$ cat src/rtl/axi4_lite_pkg.sv
// Shared constants, FSM state types and slicing helpers for the AXI4-Lite address router.
package axi4_lite_pkg;

  localparam logic [1:0] RESP_OKAY   = 2'b00;
  localparam logic [1:0] RESP_DECERR = 2'b11;

  typedef enum logic [1:0] {W_IDLE, W_ADDR, W_DATA, W_RESP} w_state_t;
  typedef enum logic [1:0] {R_IDLE, R_ADDR, R_DATA} r_state_t;

  // A single-slave build still needs a 1-bit select to keep the ports legal.
  function automatic int sel_width(input int n);
    return (n > 1) ? $clog2(n) : 1;
  endfunction

  function automatic int slice_lsb(input int idx, input int width);
    return idx * width;
  endfunction

endpackage

$ cat src/rtl/axi4_lite_addr_decode.sv
// Combinational base/mask address decoder; the lowest matching slave index wins.
module axi4_lite_addr_decode
  import axi4_lite_pkg::*;
#(
  parameter int                              SLAVE_NUM       = 4,
  parameter int                              ADDR_WIDTH      = 32,
  parameter logic [SLAVE_NUM*ADDR_WIDTH-1:0] SLAVE_BASE_ADDR = '0,
  parameter logic [SLAVE_NUM*ADDR_WIDTH-1:0] SLAVE_ADDR_MASK = '0,
  localparam int                             SEL_W           = sel_width(SLAVE_NUM)
) (
  input  logic [ADDR_WIDTH-1:0] addr,
  output logic [SEL_W-1:0]      sel,
  output logic                  miss
);

  logic [SLAVE_NUM-1:0] hit;

  for (genvar i = 0; i < SLAVE_NUM; i++) begin : g_hit
    localparam logic [ADDR_WIDTH-1:0] BASE = SLAVE_BASE_ADDR[slice_lsb(i, ADDR_WIDTH) +: ADDR_WIDTH];
    localparam logic [ADDR_WIDTH-1:0] MASK = SLAVE_ADDR_MASK[slice_lsb(i, ADDR_WIDTH) +: ADDR_WIDTH];
    assign hit[i] = ((addr & MASK) == (BASE & MASK));
  end

  // Scanning from the top down lets lower indices overwrite higher ones on overlap.
  always_comb begin
    sel  = '0;
    miss = 1'b1;
    for (int i = SLAVE_NUM - 1; i >= 0; i--) begin
      if (hit[i]) begin
        sel  = SEL_W'(i);
        miss = 1'b0;
      end
    end
  end

endmodule

$ cat src/rtl/axi4_lite_addr_router.sv
// Single-master to N-slave AXI4-Lite router with independent read/write FSMs and internal DECERR.
module axi4_lite_addr_router
  import axi4_lite_pkg::*;
#(
  parameter int                              SLAVE_NUM       = 4,
  parameter int                              ADDR_WIDTH      = 32,
  parameter int                              DATA_WIDTH      = 32,
  parameter logic [SLAVE_NUM*ADDR_WIDTH-1:0] SLAVE_BASE_ADDR =
    {32'h0000_2000, 32'h0000_1000, 32'h0000_0100, 32'h0000_0000},
  parameter logic [SLAVE_NUM*ADDR_WIDTH-1:0] SLAVE_ADDR_MASK =
    {32'hFFFF_F000, 32'hFFFF_FFFF, 32'hFFFF_FF00, 32'hFFFF_FF00}
) (
  input  logic                            clk,
  input  logic                            rst,
  input  logic [ADDR_WIDTH-1:0]           s_awaddr,
  input  logic                            s_awvalid,
  output logic                            s_awready,
  input  logic [DATA_WIDTH-1:0]           s_wdata,
  input  logic [DATA_WIDTH/8-1:0]         s_wstrb,
  input  logic                            s_wvalid,
  output logic                            s_wready,
  output logic [1:0]                      s_bresp,
  output logic                            s_bvalid,
  input  logic                            s_bready,
  input  logic [ADDR_WIDTH-1:0]           s_araddr,
  input  logic                            s_arvalid,
  output logic                            s_arready,
  output logic [DATA_WIDTH-1:0]           s_rdata,
  output logic [1:0]                      s_rresp,
  output logic                            s_rvalid,
  input  logic                            s_rready,
  output logic [ADDR_WIDTH-1:0]           m_awaddr,
  output logic [DATA_WIDTH-1:0]           m_wdata,
  output logic [DATA_WIDTH/8-1:0]         m_wstrb,
  output logic [ADDR_WIDTH-1:0]           m_araddr,
  output logic [SLAVE_NUM-1:0]            m_awvalid,
  output logic [SLAVE_NUM-1:0]            m_wvalid,
  output logic [SLAVE_NUM-1:0]            m_bready,
  output logic [SLAVE_NUM-1:0]            m_arvalid,
  output logic [SLAVE_NUM-1:0]            m_rready,
  input  logic [SLAVE_NUM-1:0]            m_awready,
  input  logic [SLAVE_NUM-1:0]            m_wready,
  input  logic [SLAVE_NUM-1:0]            m_bvalid,
  input  logic [SLAVE_NUM-1:0]            m_arready,
  input  logic [SLAVE_NUM-1:0]            m_rvalid,
  input  logic [SLAVE_NUM*2-1:0]          m_bresp,
  input  logic [SLAVE_NUM*2-1:0]          m_rresp,
  input  logic [SLAVE_NUM*DATA_WIDTH-1:0] m_rdata
);

  localparam int SEL_W = sel_width(SLAVE_NUM);

  logic [SEL_W-1:0] aw_sel, ar_sel, w_sel, r_sel;
  logic             aw_miss, ar_miss, w_miss, r_miss;
  w_state_t         w_state, w_next;
  r_state_t         r_state, r_next;

  logic [1:0]            bresp_arr [SLAVE_NUM];
  logic [1:0]            rresp_arr [SLAVE_NUM];
  logic [DATA_WIDTH-1:0] rdata_arr [SLAVE_NUM];

  for (genvar i = 0; i < SLAVE_NUM; i++) begin : g_unpack
    assign bresp_arr[i] = m_bresp[slice_lsb(i, 2) +: 2];
    assign rresp_arr[i] = m_rresp[slice_lsb(i, 2) +: 2];
    assign rdata_arr[i] = m_rdata[slice_lsb(i, DATA_WIDTH) +: DATA_WIDTH];
  end

  axi4_lite_addr_decode #(
    .SLAVE_NUM      (SLAVE_NUM),
    .ADDR_WIDTH     (ADDR_WIDTH),
    .SLAVE_BASE_ADDR(SLAVE_BASE_ADDR),
    .SLAVE_ADDR_MASK(SLAVE_ADDR_MASK)
  ) u_aw_decode (
    .addr(s_awaddr),
    .sel (aw_sel),
    .miss(aw_miss)
  );

  axi4_lite_addr_decode #(
    .SLAVE_NUM      (SLAVE_NUM),
    .ADDR_WIDTH     (ADDR_WIDTH),
    .SLAVE_BASE_ADDR(SLAVE_BASE_ADDR),
    .SLAVE_ADDR_MASK(SLAVE_ADDR_MASK)
  ) u_ar_decode (
    .addr(s_araddr),
    .sel (ar_sel),
    .miss(ar_miss)
  );

  assign m_awaddr = s_awaddr;
  assign m_wdata  = s_wdata;
  assign m_wstrb  = s_wstrb;
  assign m_araddr = s_araddr;

  // The selection is captured only while idle, so it stays frozen until the response completes.
  always_ff @(posedge clk or posedge rst) begin
    if (rst) begin
      w_state <= W_IDLE;
      w_sel   <= '0;
      w_miss  <= 1'b0;
    end else begin
      w_state <= w_next;
      if (w_state == W_IDLE && s_awvalid) begin
        w_sel  <= aw_sel;
        w_miss <= aw_miss;
      end
    end
  end

  always_ff @(posedge clk or posedge rst) begin
    if (rst) begin
      r_state <= R_IDLE;
      r_sel   <= '0;
      r_miss  <= 1'b0;
    end else begin
      r_state <= r_next;
      if (r_state == R_IDLE && s_arvalid) begin
        r_sel  <= ar_sel;
        r_miss <= ar_miss;
      end
    end
  end

  always_comb begin
    w_next    = w_state;
    s_awready = 1'b0;
    s_wready  = 1'b0;
    s_bvalid  = 1'b0;
    s_bresp   = RESP_OKAY;
    m_awvalid = '0;
    m_wvalid  = '0;
    m_bready  = '0;
    case (w_state)
      W_IDLE: begin
        if (s_awvalid) w_next = W_ADDR;
      end
      W_ADDR: begin
        if (w_miss) begin
          s_awready = 1'b1;
        end else begin
          m_awvalid[w_sel] = 1'b1;
          s_awready        = m_awready[w_sel];
        end
        if (s_awready) w_next = W_DATA;
      end
      W_DATA: begin
        if (w_miss) begin
          s_wready = 1'b1;
        end else begin
          m_wvalid[w_sel] = s_wvalid;
          s_wready        = m_wready[w_sel];
        end
        if (s_wvalid && s_wready) w_next = W_RESP;
      end
      W_RESP: begin
        if (w_miss) begin
          s_bvalid = 1'b1;
          s_bresp  = RESP_DECERR;
        end else begin
          s_bvalid        = m_bvalid[w_sel];
          s_bresp         = bresp_arr[w_sel];
          m_bready[w_sel] = s_bready;
        end
        if (s_bvalid && s_bready) w_next = W_IDLE;
      end
      default: w_next = W_IDLE;
    endcase
  end

  always_comb begin
    r_next    = r_state;
    s_arready = 1'b0;
    s_rvalid  = 1'b0;
    s_rresp   = RESP_OKAY;
    s_rdata   = '0;
    m_arvalid = '0;
    m_rready  = '0;
    case (r_state)
      R_IDLE: begin
        if (s_arvalid) r_next = R_ADDR;
      end
      R_ADDR: begin
        if (r_miss) begin
          s_arready = 1'b1;
        end else begin
          m_arvalid[r_sel] = 1'b1;
          s_arready        = m_arready[r_sel];
        end
        if (s_arready) r_next = R_DATA;
      end
      R_DATA: begin
        if (r_miss) begin
          s_rvalid = 1'b1;
          s_rresp  = RESP_DECERR;
        end else begin
          s_rvalid        = m_rvalid[r_sel];
          s_rresp         = rresp_arr[r_sel];
          s_rdata         = rdata_arr[r_sel];
          m_rready[r_sel] = s_rready;
        end
        if (s_rvalid && s_rready) r_next = R_IDLE;
      end
      default: r_next = R_IDLE;
    endcase
  end

endmodule

$ cat config.mk
export PLATFORM = sky130hd
export DESIGN_NAME = axi4_lite_addr_router
export DESIGN_NICKNAME = d
export VERILOG_FILES = /design/src/rtl/axi4_lite_pkg.sv /design/src/rtl/axi4_lite_addr_decode.sv /design/src/rtl/axi4_lite_addr_router.sv
export SDC_FILE = /design/constraint.sdc
export NUM_CORES = 1
export LEC_CHECK = 0
export ABC_CLOCK_PERIOD_IN_PS = 2100
export CAP_MARGIN = 5
export CORE_AREA = 2 2 170 172
export DETAILED_ROUTE_END_ITERATION = 12
export DIE_AREA = 0 0 172 174
export PLACE_DENSITY = 0.48
export SETUP_SLACK_MARGIN = 0.5
export SLEW_MARGIN = 10
export SYNTH_ARGS = -nofsm -noshare
export SYNTH_HDL_FRONTEND = slang
export SYNTH_SLANG_ARGS = --single-unit
$ cat constraint.sdc
create_clock -name clk -period 2.1 [get_ports clk]
set_input_delay 0.21 -clock clk [delete_from_list [all_inputs] [get_ports clk]]
set_output_delay 0.21 -clock clk [all_outputs]
set_load 0.01 [all_outputs]
==> metrics, run 1 <==
status=finished clean; die width=172 um; Rows=62; hold_ws=roughly 0.30 ns; Clock Skew=0.000491 ns; sequential cell area=258 um^2; CORE AREA=around 28,000 um^2; worst setup path class=reg2out; Synth cell types=36; Worst Hold Class=in2async; Worst Tran Pin Value=roughly 0.48 ns; largest fanout on the critical path=6; clock slew seen by the registers of the worst setup and hold paths=about 0.040 ns; most frequent cells in the layout=clkdlybuf4s50_1, buf_6, buf_4; Die Ht=174 um; Antenna diodes=0; crit end category=output pin; most used flip-flop cell after synthesis=dfrtp_1; Async SR Flop Fraction=1.00; first-pass GRT wire length=between 20,000 and 25,000 um; via count=between 3,000 and 4,000; critical path data arrival time=about 1.8 ns; commonest non-fill, non-tap cell in the layout=clkdlybuf4s50_1; layout cells sized above 1=0.416; fin crit period=2.01 ns; Post-Syn Area=between 2000 and 3000 um^2; placer congestion estimate=approximately 0.8; final cell count without fillers=1,035; clock buffers created by TritonCTS=3; HPWL Detailed=roughly 14,000 um; Routed Antenna Nets=0; initial drt markers=70; Routed WL per cell=between 15 and 20 um; cell count after synthesis=between 300 and 400; synthesis-to-finish area growth=156%; gr ovfl total=0; Final Hold Fails=0; Final Max Tran Viols=0; Max VDD drop=~160 uV; Pre-antenna DRT Iters=4; register area share after synthesis=0.0858; initial core utilization=0.103; Slew HR=0.680; Port Buffers=about 360; Leak=0.00290 uW; GRT Total Usage=0.103; Yosys warnings=0; DRT Wirelength=about 17,000 um; power per cell area=roughly 300 nW/um^2; vias in the first global route=~4,000; Synth Register Bits=10; worst-case clock buffer depth=2; post-route core utilization=0.264; Tot Pwr=2230 uW; RSZ-0062 raised after global routing=yes; # clock sinks=10; nets=928; root buffer cell=clkbuf_16; Finished Cell Area=7450 um^2; # IOs=~430; H-tree depth=1; syn_area_per_cell=approximately 9 um^2; number of synthesized flops with an enable pin=0; required time worst endpoint=~1.9 ns; largest net degree at the start of global routing=19; Post-Place Cell Area=6490 um^2; multi-input logic area=2250 um^2; MaxCap Viol Count=0; Tcrit/Tclk final=0.956; die area=between 20,000 and 30,000 um^2; Layout fillers=3,052; syn_nets=around 600; Residual DRC=0; Inst Count DP=roughly 1,000; cts hold-fix bufs=0; initial antenna violation count=0; fmax=498 MHz; number of vias per cell=~3.6; setup violators final=0; Startpoint Class=flip-flop; clock latency on the worst-skew pair=approximately 0.23 ns; CTS tree=done
-- layout make-up --
| class | instances | area share |
|---|---|---|
| well taps | 384 | 0.0645 |
| repair buffers | 439 | 0.585 |
| inverters | 5 | 0.00319 |
| multi-input cells | 193 | 0.302 |
| clock buffers | 4 | 0.0106 |
| flip-flops and latches | 10 | 0.0346 |
-- metal layers --
metal  vias to the layer above  wire [um]  track usage
met5                         -          0            0
met4                         0        113       0.0165
met3                         6       1730       0.0310
met2                       208       8250        0.180
met1                      1783       6740        0.125
li1                       1731          -            -
-- sequential cells by signal, indices dropped and copies added (netlist names) --
name	count
w_state	2
r_miss	1
w_sel	2
w_miss	1
r_state	2
r_sel	2
-- Yosys cell counts (all sizes together), types with 3 or more instances --
cell / number / area, um^2
a21oi: 6 / 30.0
a41oi: 3 / 26.3
and2: 33 / 206
buf: 108 / 798
clkbuf: 9 / 33.8
dfrtp: 10 / 250
ha: 5 / 62.6
inv: 5 / 18.8
mux2i: 5 / 50.1
mux4: 39 / 878
nand2: 16 / 60.1
nand2b: 4 / 25.0
nand3: 3 / 15.0
nor2: 25 / 93.8
nor2b: 4 / 25.0
nor3: 11 / 55.1
nor3b: 6 / 45.0
nor4: 11 / 68.8
o21ai: 3 / 15.0
or4: 5 / 41.3
-- repair_timing --
item                                    CTS  global route
setup buffers                            27            13
endpoints found under the setup margin   71            73
cloned                                    3             0
resized for setup                       345            96
pin swaps                                46            29
-- critical path: stages, from the launching register on --
cell and delay [ns]:
dfrtp_2 0.40, buf_12 0.15, buf_12 0.11, buf_16 0.11
mux4_2 0.50, and2_4 0.16, buf_6 0.11
-- report_power, final --
part | leakage, uW | internal (uW) | switching (uW)
Clock | 0.0000382 | 255 | 94.2
Sequential | 0.000114 | 234 | 28.2
Combinational | 0.00275 | 974 | 643
Total | 0.00290 | 1460 | 766
-- worst paths after layout --
path / start / end / slack, ns / depth (start not counted)
max in group asynchronous: rst / w_sel[1] / 1.45 / 2
worst min register to register: w_miss / w_miss / 0.64 / 2
min in group clk: s_araddr[12] / r_sel[0] / 0.33 / 2
worst max register to register: w_sel[0] / w_state[1] / 0.24 / 7
worst min-delay path: rst / w_state[1] / 0.30 / 2
worst max-delay path: r_sel[0] / s_rdata[2] / 0.09 / 6
-- metrics by stage --
stage	setup TNS (ns)	worst slack, ns
2_1_floorplan	0	0.464
3_3_place_gp	-0.0235	-0.0213
3_5_place_dp	-0.0403	-0.0403
4_1_cts	0	0.0487
5_1_grt	0	0.0355
6_report	0	0.0926
-- cell families (layout without fill, tap and decap cells) --
group	Yosys count	count (layout)	share of synthesized area
and+or+nand+nor	123	123	0.230
buffers and inverters	122	448	0.292
muxes	45	45	0.322
AOI/OAI and AO/OA	20	20	0.0489
DFF	10	10	0.0858
adders and majority gates	5	5	0.0215
Note: power is estimated with default switching activity, not from simulation.
==> run 2: changes to the inputs <==
--- a/config.mk
+++ b/config.mk
@@ -5,14 +5,13 @@
 export SDC_FILE = /design/constraint.sdc
 export NUM_CORES = 1
 export LEC_CHECK = 0
-export ABC_CLOCK_PERIOD_IN_PS = 2100
+export ABC_CLOCK_PERIOD_IN_PS = 2200
 export CAP_MARGIN = 5
 export CORE_AREA = 2 2 170 172
 export DETAILED_ROUTE_END_ITERATION = 12
 export DIE_AREA = 0 0 172 174
 export PLACE_DENSITY = 0.48
 export SETUP_SLACK_MARGIN = 0.5
-export SLEW_MARGIN = 10
 export SYNTH_ARGS = -nofsm -noshare
 export SYNTH_HDL_FRONTEND = slang
 export SYNTH_SLANG_ARGS = --single-unit
==> constraint.sdc (replaced) <==
create_clock -name clk -period 2.2 [get_ports clk]
set_input_delay 0.22 -clock clk [delete_from_list [all_inputs] [get_ports clk]]
set_output_delay 0.22 -clock clk [all_outputs]
set_load 0.01 [all_outputs]
==> run 2 against run 1 <==
Against the previous run: cell area is 7.4% lower; sequential share of layout area rose by 0.29 points; clock power is 4% lower; critical path depth unchanged; count of clock-buffer cells in the layout unchanged; wire length decreased by 5.7%; largest power group unchanged; highest routed layer is now met5.
==> metrics, run 2 (synthesized netlist as in run 1, its figures left out) <==
worst-case clock buffer depth=2 (unchanged); Die Ht=174 um (unchanged); largest net degree at the start of global routing=37 (+18); # clock sinks=10 (unchanged); nets=894 (-3.7%); initial antenna violation count=1 (+1); setup slack, reg-to-reg=0.41 ns (+0.17 ns); Clock Skew=0.000990 ns (+0.000499 ns); Max VDD drop=173 uV (+6.8%); M2 GR Usage=0.170 (-0.00987); clock buffers created by TritonCTS=3 (unchanged); first-pass GRT wire length=22,000 um (-5.4%); Worst Hold Class=in2async; number of vias per cell=3.56 (-1.1%); pre-CTS WS=-0.0517 ns (-0.0114 ns); gr ovfl total=0 (unchanged); Slew HR=0.697 (+0.0165); fin crit period=a little under 2 ns; CTS tree=done; die width=172 um (unchanged); Final Hold Fails=0 (unchanged); HPWL Detailed=13,700 um (-3.4%); Leak=0.00259 uW (-11%); commonest non-fill, non-tap cell in the layout=clkdlybuf4s50_1; worst setup path class=reg2out; Startpoint Class=flip-flop; GRT Total Usage=0.0972 (-0.00540); MaxCap Viol Count=0 (unchanged); # IOs=432 (unchanged); vias in the first global route=3,724 (-7.0%); setup TNS=0 ns (unchanged); status=finished clean; setup violators final=0 (unchanged); post-route core utilization=0.244 (-0.0195); Routed Antenna Nets=0 (unchanged); initial core utilization=0.103 (unchanged); Routed WL per cell=15.8 um (-2.6%); fmax=slightly above 500 MHz; final worst slack=0.270 ns (+0.178 ns); FF-to-FF End=w_state[0]; via count=3,568 (-4.3%); crit end category=output pin; Pre-antenna DRT Iters=4 (unchanged); power per cell area=294 nW/um^2 (-1.6%); worst reg2reg path startpoint=w_sel[0]; DRT Wirelength=15,900 um (-5.7%); synthesis-to-finish area growth=137%; root buffer cell=clkbuf_16; placer congestion estimate=0.782 (+0.33%); RSZ-0062 raised after global routing=yes; required time worst endpoint=1.98 ns (+0.09 ns); H-tree depth=1 (unchanged); Rows=62 (unchanged); most frequent cells in the layout=clkdlybuf4s50_1, mux4_2, buf_2; largest fanout on the critical path=8 (+2); CP startpoint=r_sel[0]; met1 usage=0.119 (-0.00616); Port Buffers=359 (unchanged); critical path data arrival time=1.71 ns (-0.09 ns); initial drt markers=80 (+14%); die area=29,900 um^2 (unchanged); Worst Tran Pin Value=0.451 ns (-0.0283 ns); GR peak layer=met2; Final Max Tran Viols=0 (unchanged); cts hold-fix bufs=0 (unchanged); Residual DRC=0 (unchanged); Tcrit/Tclk final=0.877; CORE AREA=28,200 um^2 (unchanged); layout cells sized above 1=0.352 (-0.0646); M3 GR Usage=0.0246 (-0.00638); clock slew seen by the registers of the worst setup and hold paths=0.04 ns (about the same); clock latency on the worst-skew pair=0.24 ns (about the same); reg2reg path depth=7 (unchanged)
## run 2: area by class of cell
type | count | area, um^2
sequential | 10 | 259
inverter | 5 | 18.8
multi-input combinational | 193 | 2160
timing repair buffer | 405 | 3900
tap | 384 | 480
antenna | 1 | 2.50
clock buffer | 4 | 78.8
fill | 3101 | 21300
## run 2: layer usage
layer  wire [um]  vias up
met4         212        2
met2        7780      215
li1            -     1668
met3        1390       17
met5          13        -
met1        6470     1666
## run 2: how the worst max path moves through the flow
stage                     cells past startpoint  slack, ns     endpoint
after floorplan                               4       0.48  s_rdata[10]
after global placement                        5      -0.09     r_sel[0]
after detailed placement                      5      -0.05     r_sel[0]
after CTS                                     6       0.23     s_rvalid
after global routing                          6       0.20     s_rvalid
final                                         6       0.27     s_rvalid
## run 2: what timing repair did
| item | 4_1_cts | 5_1_grt |
|---|---|---|
| setup endpoints to repair | 68 | 64 |
| resized for setup | 305 | 60 |
| pin swaps | 50 | 26 |
| buffers inserted | 14 | 8 |
## run 2: where the power goes
part	switching (uW)	internal, uW
Combinational	533	880
Clock	92.3	244
Sequential	55.3	226
## run 2: worst max-delay path: stages (launching register included)
cell     delay [ns]
dfrtp_2        0.36
buf_12         0.15
buf_8          0.14
mux4_2         0.51
nor2_2         0.11
nor2_1         0.05
buf_2          0.14
## run 2: per-stage QoR
step / area (um^2) / power (uW) / cells / hold WS (ns)
5_1_grt: 6900 / 2170 / 1001 / 0.335
4_1_cts: 6630 / 1990 / 993 / 0.322
6_report: 6900 / 2030 / 1002 / 0.296
2_1_floorplan: 2920 / 812 / 325 / 0.0602
3_3_place_gp: 6370 / 1530 / 975 / 0.440
3_5_place_dp: 6370 / 1530 / 975 / 0.440
